--- src/rtl/calc_pkg.sv ---
// Shared constants for the calculator key-entry slice: key codes, operator
// codes, entry-state encoding and the default operand width in digits.
package calc_pkg;

    localparam int DEFAULT_MAX_DIGITS = 4;

    localparam logic [7:0] KEY_DIGIT_0 = 8'h30;
    localparam logic [7:0] KEY_DIGIT_9 = 8'h39;
    localparam logic [7:0] KEY_ADD     = 8'h61;
    localparam logic [7:0] KEY_SUB     = 8'h62;
    localparam logic [7:0] KEY_MUL     = 8'h63;
    localparam logic [7:0] KEY_DIV     = 8'h64;
    localparam logic [7:0] KEY_EQ      = 8'h65;
    localparam logic [7:0] KEY_CLR     = 8'h66;

    typedef enum logic [1:0] {
        S_NUM1 = 2'd0,
        S_NUM2 = 2'd1,
        S_HOLD = 2'd2
    } entry_state_t;

endpackage

--- src/rtl/key_classify.sv ---
// Combinational decode of an ASCII key code into digit / operator / equals /
// clear / unrecognised classes. Exactly one class flag is high for any code.
module key_classify
    import calc_pkg::*;
(
    input  logic [7:0] key_code,
    output logic       is_digit,
    output logic [3:0] digit,
    output logic       is_op,
    output logic       is_eq,
    output logic       is_clr,
    output logic       is_bad
);

    always_comb begin
        is_digit = 1'b0;
        digit    = '0;
        is_op    = 1'b0;
        is_eq    = 1'b0;
        is_clr   = 1'b0;
        is_bad   = 1'b0;
        if (key_code >= KEY_DIGIT_0 && key_code <= KEY_DIGIT_9) begin
            is_digit = 1'b1;
            digit    = key_code[3:0];
        end else if (key_code >= KEY_ADD && key_code <= KEY_DIV) begin
            is_op = 1'b1;
        end else if (key_code == KEY_EQ) begin
            is_eq = 1'b1;
        end else if (key_code == KEY_CLR) begin
            is_clr = 1'b1;
        end else begin
            is_bad = 1'b1;
        end
    end

endmodule

--- src/rtl/key_entry.sv ---
// Calculator key-entry front end: assembles two packed-BCD operands and an
// operator from a key stream, pulsing calc_go on '=' or err on a rejected key.
module key_entry
    import calc_pkg::*;
#(
    parameter int MAX_DIGITS = DEFAULT_MAX_DIGITS
) (
    input  logic                    clk,
    input  logic                    rst_n,
    input  logic                    key_valid,
    input  logic [7:0]              key_code,
    output logic [4*MAX_DIGITS-1:0] reg_num1,
    output logic [4*MAX_DIGITS-1:0] reg_num2,
    output logic [2:0]              cnt1,
    output logic [2:0]              cnt2,
    output logic [7:0]              sym,
    output logic                    calc_go,
    output logic                    err,
    output logic [1:0]              state
);

    localparam int         NUM_W   = 4 * MAX_DIGITS;
    localparam logic [2:0] MAX_CNT = 3'(MAX_DIGITS);

    logic             is_digit, is_op, is_eq, is_clr, is_bad;
    logic [3:0]       digit;

    entry_state_t     state_q, state_n;
    logic [NUM_W-1:0] num1_q, num1_n, num2_q, num2_n;
    logic [2:0]       cnt1_q, cnt1_n, cnt2_q, cnt2_n;
    logic [7:0]       sym_q, sym_n;
    logic             go_q, go_n, err_q, err_n;

    key_classify u_classify (
        .key_code (key_code),
        .is_digit (is_digit),
        .digit    (digit),
        .is_op    (is_op),
        .is_eq    (is_eq),
        .is_clr   (is_clr),
        .is_bad   (is_bad)
    );

    always_ff @(posedge clk) begin
        if (!rst_n) begin
            state_q <= S_NUM1;
            num1_q  <= '0;
            num2_q  <= '0;
            cnt1_q  <= '0;
            cnt2_q  <= '0;
            sym_q   <= '0;
            go_q    <= 1'b0;
            err_q   <= 1'b0;
        end else begin
            state_q <= state_n;
            num1_q  <= num1_n;
            num2_q  <= num2_n;
            cnt1_q  <= cnt1_n;
            cnt2_q  <= cnt2_n;
            sym_q   <= sym_n;
            go_q    <= go_n;
            err_q   <= err_n;
        end
    end

    always_comb begin
        state_n = state_q;
        num1_n  = num1_q;
        num2_n  = num2_q;
        cnt1_n  = cnt1_q;
        cnt2_n  = cnt2_q;
        sym_n   = sym_q;
        go_n    = 1'b0;
        err_n   = 1'b0;
        if (key_valid) begin
            if (is_clr) begin
                state_n = S_NUM1;
                num1_n  = '0;
                num2_n  = '0;
                cnt1_n  = '0;
                cnt2_n  = '0;
                sym_n   = '0;
            end else if (is_bad) begin
                err_n = 1'b1;
            end else begin
                unique case (state_q)
                    S_NUM1: begin
                        if (is_digit && cnt1_q < MAX_CNT) begin
                            num1_n = (num1_q << 4) | NUM_W'(digit);
                            cnt1_n = cnt1_q + 3'd1;
                        end else if (is_op && cnt1_q != '0) begin
                            sym_n   = key_code;
                            state_n = S_NUM2;
                        end else begin
                            err_n = 1'b1;
                        end
                    end
                    S_NUM2: begin
                        if (is_digit && cnt2_q < MAX_CNT) begin
                            num2_n = (num2_q << 4) | NUM_W'(digit);
                            cnt2_n = cnt2_q + 3'd1;
                        end else if (is_op && cnt2_q == '0) begin
                            sym_n = key_code;
                        end else if (is_eq && cnt2_q != '0) begin
                            go_n    = 1'b1;
                            state_n = S_HOLD;
                        end else begin
                            err_n = 1'b1;
                        end
                    end
                    S_HOLD: begin
                        // A new digit starts a fresh calculation from scratch
                        if (is_digit) begin
                            state_n = S_NUM1;
                            num1_n  = NUM_W'(digit);
                            num2_n  = '0;
                            cnt1_n  = 3'd1;
                            cnt2_n  = '0;
                            sym_n   = '0;
                        end else begin
                            err_n = 1'b1;
                        end
                    end
                    default: state_n = S_NUM1;
                endcase
            end
        end
    end

    assign reg_num1 = num1_q;
    assign reg_num2 = num2_q;
    assign cnt1     = cnt1_q;
    assign cnt2     = cnt2_q;
    assign sym      = sym_q;
    assign calc_go  = go_q;
    assign err      = err_q;
    assign state    = state_q;

endmodule
--- config.mk ---
export PLATFORM = sky130hd
export DESIGN_NAME = key_entry
export DESIGN_NICKNAME = d
export VERILOG_FILES = /design/src/rtl/calc_pkg.sv /design/src/rtl/key_classify.sv /design/src/rtl/key_entry.sv
export SDC_FILE = /design/constraint.sdc
export NUM_CORES = 1
export LEC_CHECK = 0
export BUFFER_PORTS_ARGS = -buffer_cell sky130_fd_sc_hd__buf_4
export CAP_MARGIN = 20
export CORE_AREA = 2 2 79 81
export DETAILED_ROUTE_END_ITERATION = 8
export DIE_AREA = 0 0 81 83
export GPL_TIMING_DRIVEN = 1
export PLACE_DENSITY_LB_ADDON = 0.2
export SETUP_SLACK_MARGIN = 0.2
export SLEW_MARGIN = 10
export SYNTH_ARGS = -nofsm -noshare
export SYNTH_HDL_FRONTEND = slang
export SYNTH_SLANG_ARGS = --single-unit
export TNS_END_PERCENT = 20
--- constraint.sdc ---
create_clock -name clk -period 2.7 [get_ports clk]
set_clock_uncertainty 0.15 [all_clocks]
set_input_delay 0.135 -clock clk [delete_from_list [all_inputs] [get_ports clk]]
set_output_delay 0.135 -clock clk [all_outputs]
set_load 0.02 [all_outputs]
==> results of run 1 <==
cell families (layout without fill, tap and decap cells):
kind of cell	after synthesis	in the layout	share of synthesized area
AO/OA/AOI/OAI	100	100	0.277
XOR/XNOR	1	1	0.00342
adder cells (fa/ha/maj)	8	8	0.0390
buffers and inverters	29	89	0.0483
flip-flops	50	50	0.390
multiplexers	9	9	0.0351
AND/OR/NAND/NOR	82	82	0.207
stage by stage:
step	std cells	utilization	total power, mW	instance area [sq um]	worst slack, ps
after floorplan	279	-	0.821	2560	335
after global placement	403	0.531	0.855	3090	377
after detailed placement	403	0.531	0.855	3090	326
after CTS	414	0.551	1.28	3210	296
after global routing	414	0.551	1.32	3210	206
final	414	0.551	1.27	3210	317
worst max-delay path, cell delays in order (launching register included):
cell and delay, ps:
dfxtp_1 410, inv_1 90, ha_1 290, nor2b_1 190, a221o_1 310, o32ai_2 300, o2111ai_4 280, and3_1 260
cell type report:
| cell class | instances | area [sq um] |
|---|---|---|
| Fill cell | 566 | 2610 |
| Multi-Input combinational cell | 200 | 1440 |
| Sequential cell | 50 | 1000 |
| Timing Repair Buffer | 73 | 558 |
| Tap cell | 75 | 93.8 |
| Clock buffer | 6 | 72.6 |
| Inverter | 9 | 33.8 |
| Clock inverter | 1 | 7.51 |
where the power goes:
group          switching (mW)  total [mW]  leakage (nW)  internal (mW)
registers            0.000385       0.738         0.403          0.738
clock network           0.246       0.424        0.0373          0.178
logic                  0.0671       0.106         0.812         0.0394
how the worst max path moves through the flow:
stage | endpoint | slack [ps] | depth (start not counted)
2_1_floorplan | sym[7] | 340 | 7
3_3_place_gp | sym[7] | 380 | 7
3_5_place_dp | sym[7] | 330 | 7
4_1_cts | sym[7] | 300 | 7
5_1_grt | sym[7] | 210 | 7
6_report | sym[7] | 320 | 7
Yosys cell counts (2+ instances only):
master	count	area share
a21boi_1	2	0.0059
a21oi_1	28	0.055
a31oi_1	3	0.0073
and2b_1	2	0.0059
and3_1	2	0.0049
buf_2	6	0.012
buf_4	2	0.0059
clkbuf_1	12	0.018
dfxtp_1	50	0.39
ha_1	8	0.039
inv_1	8	0.012
mux2i_1	9	0.035
nand2_1	11	0.016
nand2b_1	2	0.0049
nand3_1	22	0.043
nand4_1	21	0.051
nor2_1	3	0.0044
nor2_4	2	0.0088
nor2b_1	3	0.0073
nor3_1	2	0.0039
o211ai_1	2	0.0059
o21a_1	2	0.0059
o21ai_0	19	0.037
o21ai_1	14	0.027
o21ai_2	3	0.010
o221a_2	12	0.053
or3_1	2	0.0049
placed cells by master (no fill, tap or decap), drive strengths merged, types with 2 or more instances in the layout:
master	synthesis	layout
a21boi	3	3
a21oi	28	28
a31oi	3	3
and2b	2	2
and3	2	2
and4bb	2	2
buf	8	69
clkbuf	12	6
dfxtp	50	50
dlygate4sd3	0	4
ha	8	8
inv	8	8
mux2i	9	9
nand2	11	11
nand2b	2	2
nand3	22	22
nand4	21	21
nand4bb	3	3
nor2	6	6
nor2b	3	3
nor3	3	3
o2111ai	2	2
o211a	2	2
o211ai	3	3
o21a	2	2
o21ai	36	36
o221a	12	12
or3	2	2
flip-flops by register name, indices dropped and copies added (netlist names):
name / flops
sym: 8
cnt1: 3
calc_go: 1
reg_num1: 16
err: 1
cnt2: 3
state: 2
reg_num2: 16
layer usage:
| metal | wire length (um) | vias up |
|---|---|---|
| met5 | 0 | - |
| met1 | 3170 | 1154 |
| met3 | 419 | 5 |
| li1 | - | 1181 |
| met4 | 49 | 0 |
| met2 | 3200 | 89 |
what timing repair did:
| item | CTS | global route |
|---|---|---|
| gates resized for setup | 0 | 0 |
| setup buffers | 0 | 0 |
| endpoints found under the hold margin | 5 | 0 |
| hold buffers | 4 | 0 |
| endpoints found under the setup margin | 0 | 1 |
==> impl_metrics.env, run 1 <==
export IMPL_status="finished clean"
export IMPL_syn_avg_cell_area_sq_um=9.19
export IMPL_ioPinCount=61
export IMPL_avgViaCountPerCell=5.87
export IMPL_hold_violations=0
export IMPL_core_area_sq_mm=0.00582
export IMPL_r2r_start="state[0]"
export IMPL_fin_crit_sh=0.883
export IMPL_hold_start="key_code[2]"
export IMPL_critPathCaptureType="flop"
export IMPL_critPathLaunch="state[0]"
export IMPL_drc=0
export IMPL_startpoint_type="flop"
export IMPL_grt_pass1_vias=2272
export IMPL_start_util=0.441
export IMPL_grt_use_met2=0.323
export IMPL_grt_max_degree=27
export IMPL_drtPass1Iterations=4
export IMPL_htreeDepth=2
export IMPL_yosysWarnings=0
export IMPL_grtUsageMet1=0.293
export IMPL_grt_util_all_layers=0.206
export IMPL_drt_total_wl_um=6850
export IMPL_yosys_most_used_dff="dfxtp_1"
export IMPL_clk_path_buf_depth=2
export IMPL_vias=2429
export IMPL_ys_seq_area_frac=0.390
export IMPL_whs_endpoint="sym[2]"
export IMPL_hold_depth=3
export IMPL_synth_edf_count=0
export IMPL_worstPathMaxFanout=8
export IMPL_rsz0062_at_grt="false"
export IMPL_leakage_nw=1.25
export IMPL_netlist_area_sq_mm=0.00256
export IMPL_fin_crit_ps=2380
export IMPL_powerDensity_mw_per_mm2=396
export IMPL_peakVddDrop_mv=0.252
export IMPL_max_slew_margin=0.454
export IMPL_finalSetupViolCount=0
export IMPL_clockRootBuffer="clkbuf_8"
export IMPL_timing_reg2reg_setup_slack_ps=320
export IMPL_ys_types=54
export IMPL_io_buffers=60
export IMPL_hpwl_um=4670
export IMPL_final_setup_tns_ps=0
export IMPL_die_width_um=81
export IMPL_die_area_sq_mm=0.00672
export IMPL_worstRegToRegCells=7
export IMPL_cts_sinks=50
export IMPL_drive_gt1_frac=0.307
export IMPL_grt_pass1_wl_um=11200
export IMPL_drt_iter0_drc=165
export IMPL_path_clk_slew_ps=90
export IMPL_overflow=0
export IMPL_worstMarginPinSlew_ps=815
export IMPL_critical_path_required_ps=2750
export IMPL_slew_violations=0
export IMPL_clock_latency_ps=300
export IMPL_max_freq_mhz=420
export IMPL_antenna_left=0
export IMPL_cts_tree="built"
export IMPL_num_antenna_cells=0
export IMPL_cp_arrival_ps=2430
export IMPL_synth_cells=279
export IMPL_num_rows=28
export IMPL_min_path_type="input pin to flop"
export IMPL_wl_per_cell_um=16.5
export IMPL_area_growth_pct=25.0
export IMPL_r2r_end="sym[7]"
export IMPL_syn_num_nets=298
export IMPL_worstSetupPathType="flop to flop"
export IMPL_yosys_register_bits=50
export IMPL_grt_antenna_before_repair=0
export IMPL_finalWeightedCongestion=0.905
export IMPL_async_flop_share=0
export IMPL_cap_violations=0
export IMPL_nets=358
export IMPL_grt_util_met3=0.0413
export IMPL_grt_busiest_layer="met2"
export IMPL_holdWs_ps=28.8
export IMPL_dieHeight_um=83
export IMPL_cts_buffers=5
(Power assumes the default switching activity.)
==> inputs of run 2 (changes only) <==
--- a/config.mk
+++ b/config.mk
@@ -7,9 +7,9 @@
 export LEC_CHECK = 0
 export BUFFER_PORTS_ARGS = -buffer_cell sky130_fd_sc_hd__buf_4
 export CAP_MARGIN = 20
-export CORE_AREA = 2 2 79 81
+export CORE_AREA = 2 2 84 86
 export DETAILED_ROUTE_END_ITERATION = 8
-export DIE_AREA = 0 0 81 83
+export DIE_AREA = 0 0 86 88
 export GPL_TIMING_DRIVEN = 1
 export PLACE_DENSITY_LB_ADDON = 0.2
 export SETUP_SLACK_MARGIN = 0.2
==> impl_metrics.env, run 2 (same netlist as run 1, synthesis figures left out) <==
export IMPL_status="finished clean"
export IMPL_grtUsageMet1=0.270
export IMPL_wl_per_cell_um=16.9
export IMPL_grt_util_all_layers=0.189
export IMPL_finalSetupViolCount=0
export IMPL_drtPass1Iterations=5
export IMPL_startpoint_type="flop"
export IMPL_powerDensity_mw_per_mm2=435
export IMPL_nets=357
export IMPL_hold_depth=3
export IMPL_clk_path_buf_depth=2
export IMPL_n_fill_cell=650
export IMPL_grt_busiest_layer="met2"
export IMPL_cpLargestDelayFamily="compound AO/OA/AOI/OAI gates"
export IMPL_antenna_left=0
export IMPL_slowest_delay_ps=420
export IMPL_num_antenna_cells=0
export IMPL_num_rows=30
export IMPL_ioPinCount=61
export IMPL_area_growth_pct=26.8
export IMPL_pre_cts_ws_ps=292
export IMPL_io_buffers=60
export IMPL_placedCellCount=406
export IMPL_slew_violations=0
export IMPL_cp_num_cells=7
export IMPL_max_slew_margin=0.455
export IMPL_die_area_sq_mm=0.00757
export IMPL_avgViaCountPerCell=5.81
export IMPL_leakage_nw=1.26
export IMPL_final_setup_tns_ps=0
export IMPL_worstSetupPathType="flop to flop"
export IMPL_peakVddDrop_mv=0.332
export IMPL_path_clk_slew_ps=100
export IMPL_final_cell_mix="buf_4, dfxtp_1, a21oi_1"
export IMPL_cts_sinks=50
export IMPL_grt_pass1_wl_um=11700
export IMPL_grt_pass1_vias=2267
export IMPL_grt_max_degree=27
export IMPL_fin_crit_sh=0.903
export IMPL_cap_violations=0
export IMPL_grt_antenna_before_repair=0
export IMPL_clockRootBuffer="clkbuf_8"
export IMPL_worstRegToRegCells=7
export IMPL_stdcell_count=419
export IMPL_fin_util=0.489
export IMPL_worstPathCellList="inv_1, ha_1, nor2b_1, a221o_1, o32ai_2, o2111ai_4, and3_1"
export IMPL_rsz0062_at_grt="true"
export IMPL_critPathCaptureType="flop"
export IMPL_hpwl_um=4830
export IMPL_drt_iter0_drc=159
export IMPL_max_freq_mhz=410
export IMPL_min_path_type="input pin to flop"
export IMPL_vias=2433
export IMPL_worstMarginPinSlew_ps=813
export IMPL_fin_ws_ps=263
export IMPL_critical_path_required_ps=2760
export IMPL_drt_total_wl_um=7100
export IMPL_die_width_um=86
export IMPL_hold_violations=0
export IMPL_cts_buffers=5
export IMPL_cts_tree="built"
export IMPL_clock_latency_ps=310
export IMPL_overflow=0
export IMPL_p_total_mw=1.41
export IMPL_layout_cells_most_common="buf_4"
export IMPL_grt_use_met2=0.307
export IMPL_cp_slowest_cell="dfxtp_1"
export IMPL_worstPathMaxFanout=8
export IMPL_cp_arrival_ps=2500
export IMPL_htreeDepth=2
export IMPL_drive_gt1_frac=0.307
export IMPL_finalWeightedCongestion=0.923
export IMPL_start_util=0.386
export IMPL_fin_crit_ps=2440
export IMPL_core_area_sq_mm=0.00664
export IMPL_drc=0
export IMPL_dieHeight_um=88
export IMPL_grt_util_met3=0.0311
export IMPL_crit_buf_inv=1
export IMPL_timing_reg2reg_setup_slack_ps=260
## run 2: power breakdown
part	switching, mW	total, mW	internal [mW]
clock	0.285	0.568	0.283
combinational	0.0676	0.107	0.0397
sequential	0.000394	0.738	0.738
total	0.353	1.41	1.06
## run 2: area by class of cell
class | instances | area (sq um) | share of cell area
Multi-Input combinational cell | 200 | 1450 | 0.445
Sequential cell | 50 | 1000 | 0.308
Timing Repair Buffer | 72 | 553 | 0.170
Tap cell | 80 | 100 | 0.0308
Clock buffer | 5 | 68.8 | 0.0212
Clock inverter | 3 | 48.8 | 0.0150
Inverter | 9 | 33.8 | 0.0104
## run 2: worst paths after layout
| path | startpoint | endpoint |
|---|---|---|
| max | state[0] | sym[7] |
| min | key_code[2] | sym[2] |
| max reg2reg | state[0] | sym[7] |
| min reg2reg | sym[5] | sym[5] |
## run 2: metrics by stage
stage / hold WS (ps) / area [sq um]
after floorplan: 132 / 2560
after global placement: 288 / 3080
after detailed placement: 299 / 3080
after CTS: 2.85 / 3230
after global routing: 15.1 / 3250
final: 19.5 / 3250
## run 2: layer usage
metal / up-vias / share of wire
met5: - / 0
met1: 1168 / 0.46
met3: 4 / 0.054
met4: 0 / 0.0062
met2: 76 / 0.48
li1: 1185 / -
## run 2: what timing repair did
item | in CTS | in global routing
setup buffers | 0 | 0
endpoints found under the hold margin | 5 | 1
resized for setup | 0 | 1
setup endpoints to repair | 0 | 2
hold buffers | 4 | 1
## run 2: worst min-delay path: cells and delay by family
kind | cells | cell delay, ps
buffers and inverters | 1 | 170
AND/OR/NAND/NOR | 1 | 70
multiplexers | 1 | 60
==> inputs of run 3 (changes only) <==
--- a/config.mk
+++ b/config.mk
@@ -7,11 +7,10 @@
 export LEC_CHECK = 0
 export BUFFER_PORTS_ARGS = -buffer_cell sky130_fd_sc_hd__buf_4
 export CAP_MARGIN = 20
-export CORE_AREA = 2 2 84 86
+export CORE_AREA = 2 2 89 91
 export DETAILED_ROUTE_END_ITERATION = 8
-export DIE_AREA = 0 0 86 88
+export DIE_AREA = 0 0 91 93
 export GPL_TIMING_DRIVEN = 1
-export PLACE_DENSITY_LB_ADDON = 0.2
 export SETUP_SLACK_MARGIN = 0.2
 export SLEW_MARGIN = 10
 export SYNTH_ARGS = -nofsm -noshare
==> impl_metrics.env, run 3 (same netlist as run 1, synthesis figures left out) <==
export IMPL_drtPass1Iterations=4
export IMPL_hold_violations=0
export IMPL_clock_latency_ps=300
export IMPL_grt_pass1_vias=2286
export IMPL_grtUsageMet1=0.218
export IMPL_area_growth_pct=26.0
export IMPL_peakVddDrop_mv=0.201
export IMPL_pwr_share_seq=0.581
export IMPL_slew_violations=0
export IMPL_num_rows=32
export IMPL_nets=355
export IMPL_core_area_sq_mm=0.00753
export IMPL_worstMarginPinSlew_ps=796
export IMPL_critPathCaptureType="flop"
export IMPL_grt_util_met3=0.0282
export IMPL_final_setup_tns_ps=0
export IMPL_p_sw_frac=0.248
export IMPL_num_antenna_cells=0
export IMPL_grt_pass1_wl_um=11400
export IMPL_max_slew_margin=0.467
export IMPL_drt_iter0_drc=138
export IMPL_worstPathCellList="dlygate4sd3_1, buf_4, nand4bb_2, o21ai_1, o211ai_4, o31a_1, and2_1"
export IMPL_drc=0
export IMPL_antenna_left=0
export IMPL_path_clk_slew_ps=90
export IMPL_ioPinCount=61
export IMPL_io_buffers=60
export IMPL_grt_util_all_layers=0.163
export IMPL_cts_buffers=5
export IMPL_layout_cells_most_common="buf_4"
export IMPL_vias=2421
export IMPL_power_frac_comb=0.084
export IMPL_cp_slowest_cell="dlygate4sd3_1"
export IMPL_cts_sinks=50
export IMPL_critical_path_required_ps=2750
export IMPL_grt_use_met2=0.275
export IMPL_powerDensity_mw_per_mm2=393
export IMPL_holdWs_ps=16.3
export IMPL_final_cell_mix="buf_4, dfxtp_1, a21oi_1"
export IMPL_drive_gt1_frac=0.307
export IMPL_min_path_type="input pin to flop"
export IMPL_worstSetupPathType="input pin to flop"
export IMPL_power_frac_clock=0.334
export IMPL_startpoint_type="input pin"
export IMPL_finalWeightedCongestion=0.878
export IMPL_max_freq_mhz=420
export IMPL_htreeDepth=2
export IMPL_crit_buf_inv=2
export IMPL_drt_total_wl_um=7070
export IMPL_grt_antenna_before_repair=0
export IMPL_die_area_sq_mm=0.00846
export IMPL_worstPathMaxFanout=12
export IMPL_grt_max_degree=27
export IMPL_die_width_um=91
export IMPL_status="finished clean"
export IMPL_p_int_mw=0.955
export IMPL_wl_per_cell_um=16.1
export IMPL_avgViaCountPerCell=5.53
export IMPL_cts_tree="built"
export IMPL_hpwl_um=4950
export IMPL_cap_violations=0
export IMPL_slowest_delay_ps=540
export IMPL_cpLargestDelayFamily="compound AO/OA/AOI/OAI gates"
export IMPL_rsz0062_at_grt="false"
export IMPL_cp_arrival_ps=2430
export IMPL_finalSetupViolCount=0
export IMPL_power_switching_mw=0.314
export IMPL_overflow=0
export IMPL_p_total_mw=1.27
export IMPL_leakage_nw=1.24
export IMPL_clk_path_buf_depth=2
export IMPL_clockRootBuffer="clkbuf_8"
export IMPL_fin_crit_sh=0.882
export IMPL_fin_crit_ps=2380
export IMPL_grt_busiest_layer="met2"
export IMPL_dieHeight_um=93
export IMPL_start_util=0.341
==> run 3: cell count changes in the layout (fill, tap and decap cells not counted), sizes merged <==
cell         before  now
buf              67   66
bufinv            1    0
clkbuf            5    6
dlygate4sd3       5    4
inv               9    8
==> run 3: cell type report <==
cell class | count | area [sq um]
clock buffer | 6 | 72.6
clock inverter | 1 | 7.51
fill | 773 | 4300
inverter | 9 | 33.8
multi-input combinational | 200 | 1450
sequential | 50 | 1000
tap | 102 | 128
timing repair buffer | 70 | 536
==> run 3: tightest hold or removal path: stages <==
cell	delay, ps
buf_4	160
nand4_1	80
a21oi_1	60
==> run 3: power groups by stage <==
stage          registers (mW)  clock network, mW  logic [mW]
2_1_floorplan           0.757                  0      0.0642
3_3_place_gp            0.756                  0       0.101
3_5_place_dp            0.756                  0       0.101
4_1_cts                 0.738              0.443       0.106
5_1_grt                 0.739              0.470       0.116
6_report                0.738              0.424       0.107
==> run 3: final timing paths <==
check	to	from	slack [ps]	cells past startpoint
min reg2reg	sym[6]	sym[6]	310	2
max	cnt2[0]	key_code[6]	320	7
max reg2reg	sym[7]	state[1]	390	7
min	reg_num1[0]	key_code[0]	20	3
==> run 3: what timing repair did <==
action	4_1_cts	5_1_grt
hold buffers	4	0
endpoints found under the hold margin	4	0
gates resized for setup	0	3
setup endpoints to repair	0	2
setup buffers	0	0
==> run 3: metal layers <==
layer,vias up,share of wire
li1,1178,-
met1,1170,0.46
met2,67,0.49
met3,6,0.045
met4,0,0.010
met5,-,0
==> run 3: stage by stage <==
stage,instance area [sq um],cells,util,worst slack [ps]
floorplan,2560,279,-,335
global placement,3100,427,0.411,333
detailed placement,3100,427,0.411,270
CTS,3220,438,0.427,264
global route,3230,438,0.429,215
finish,3230,438,0.429,319
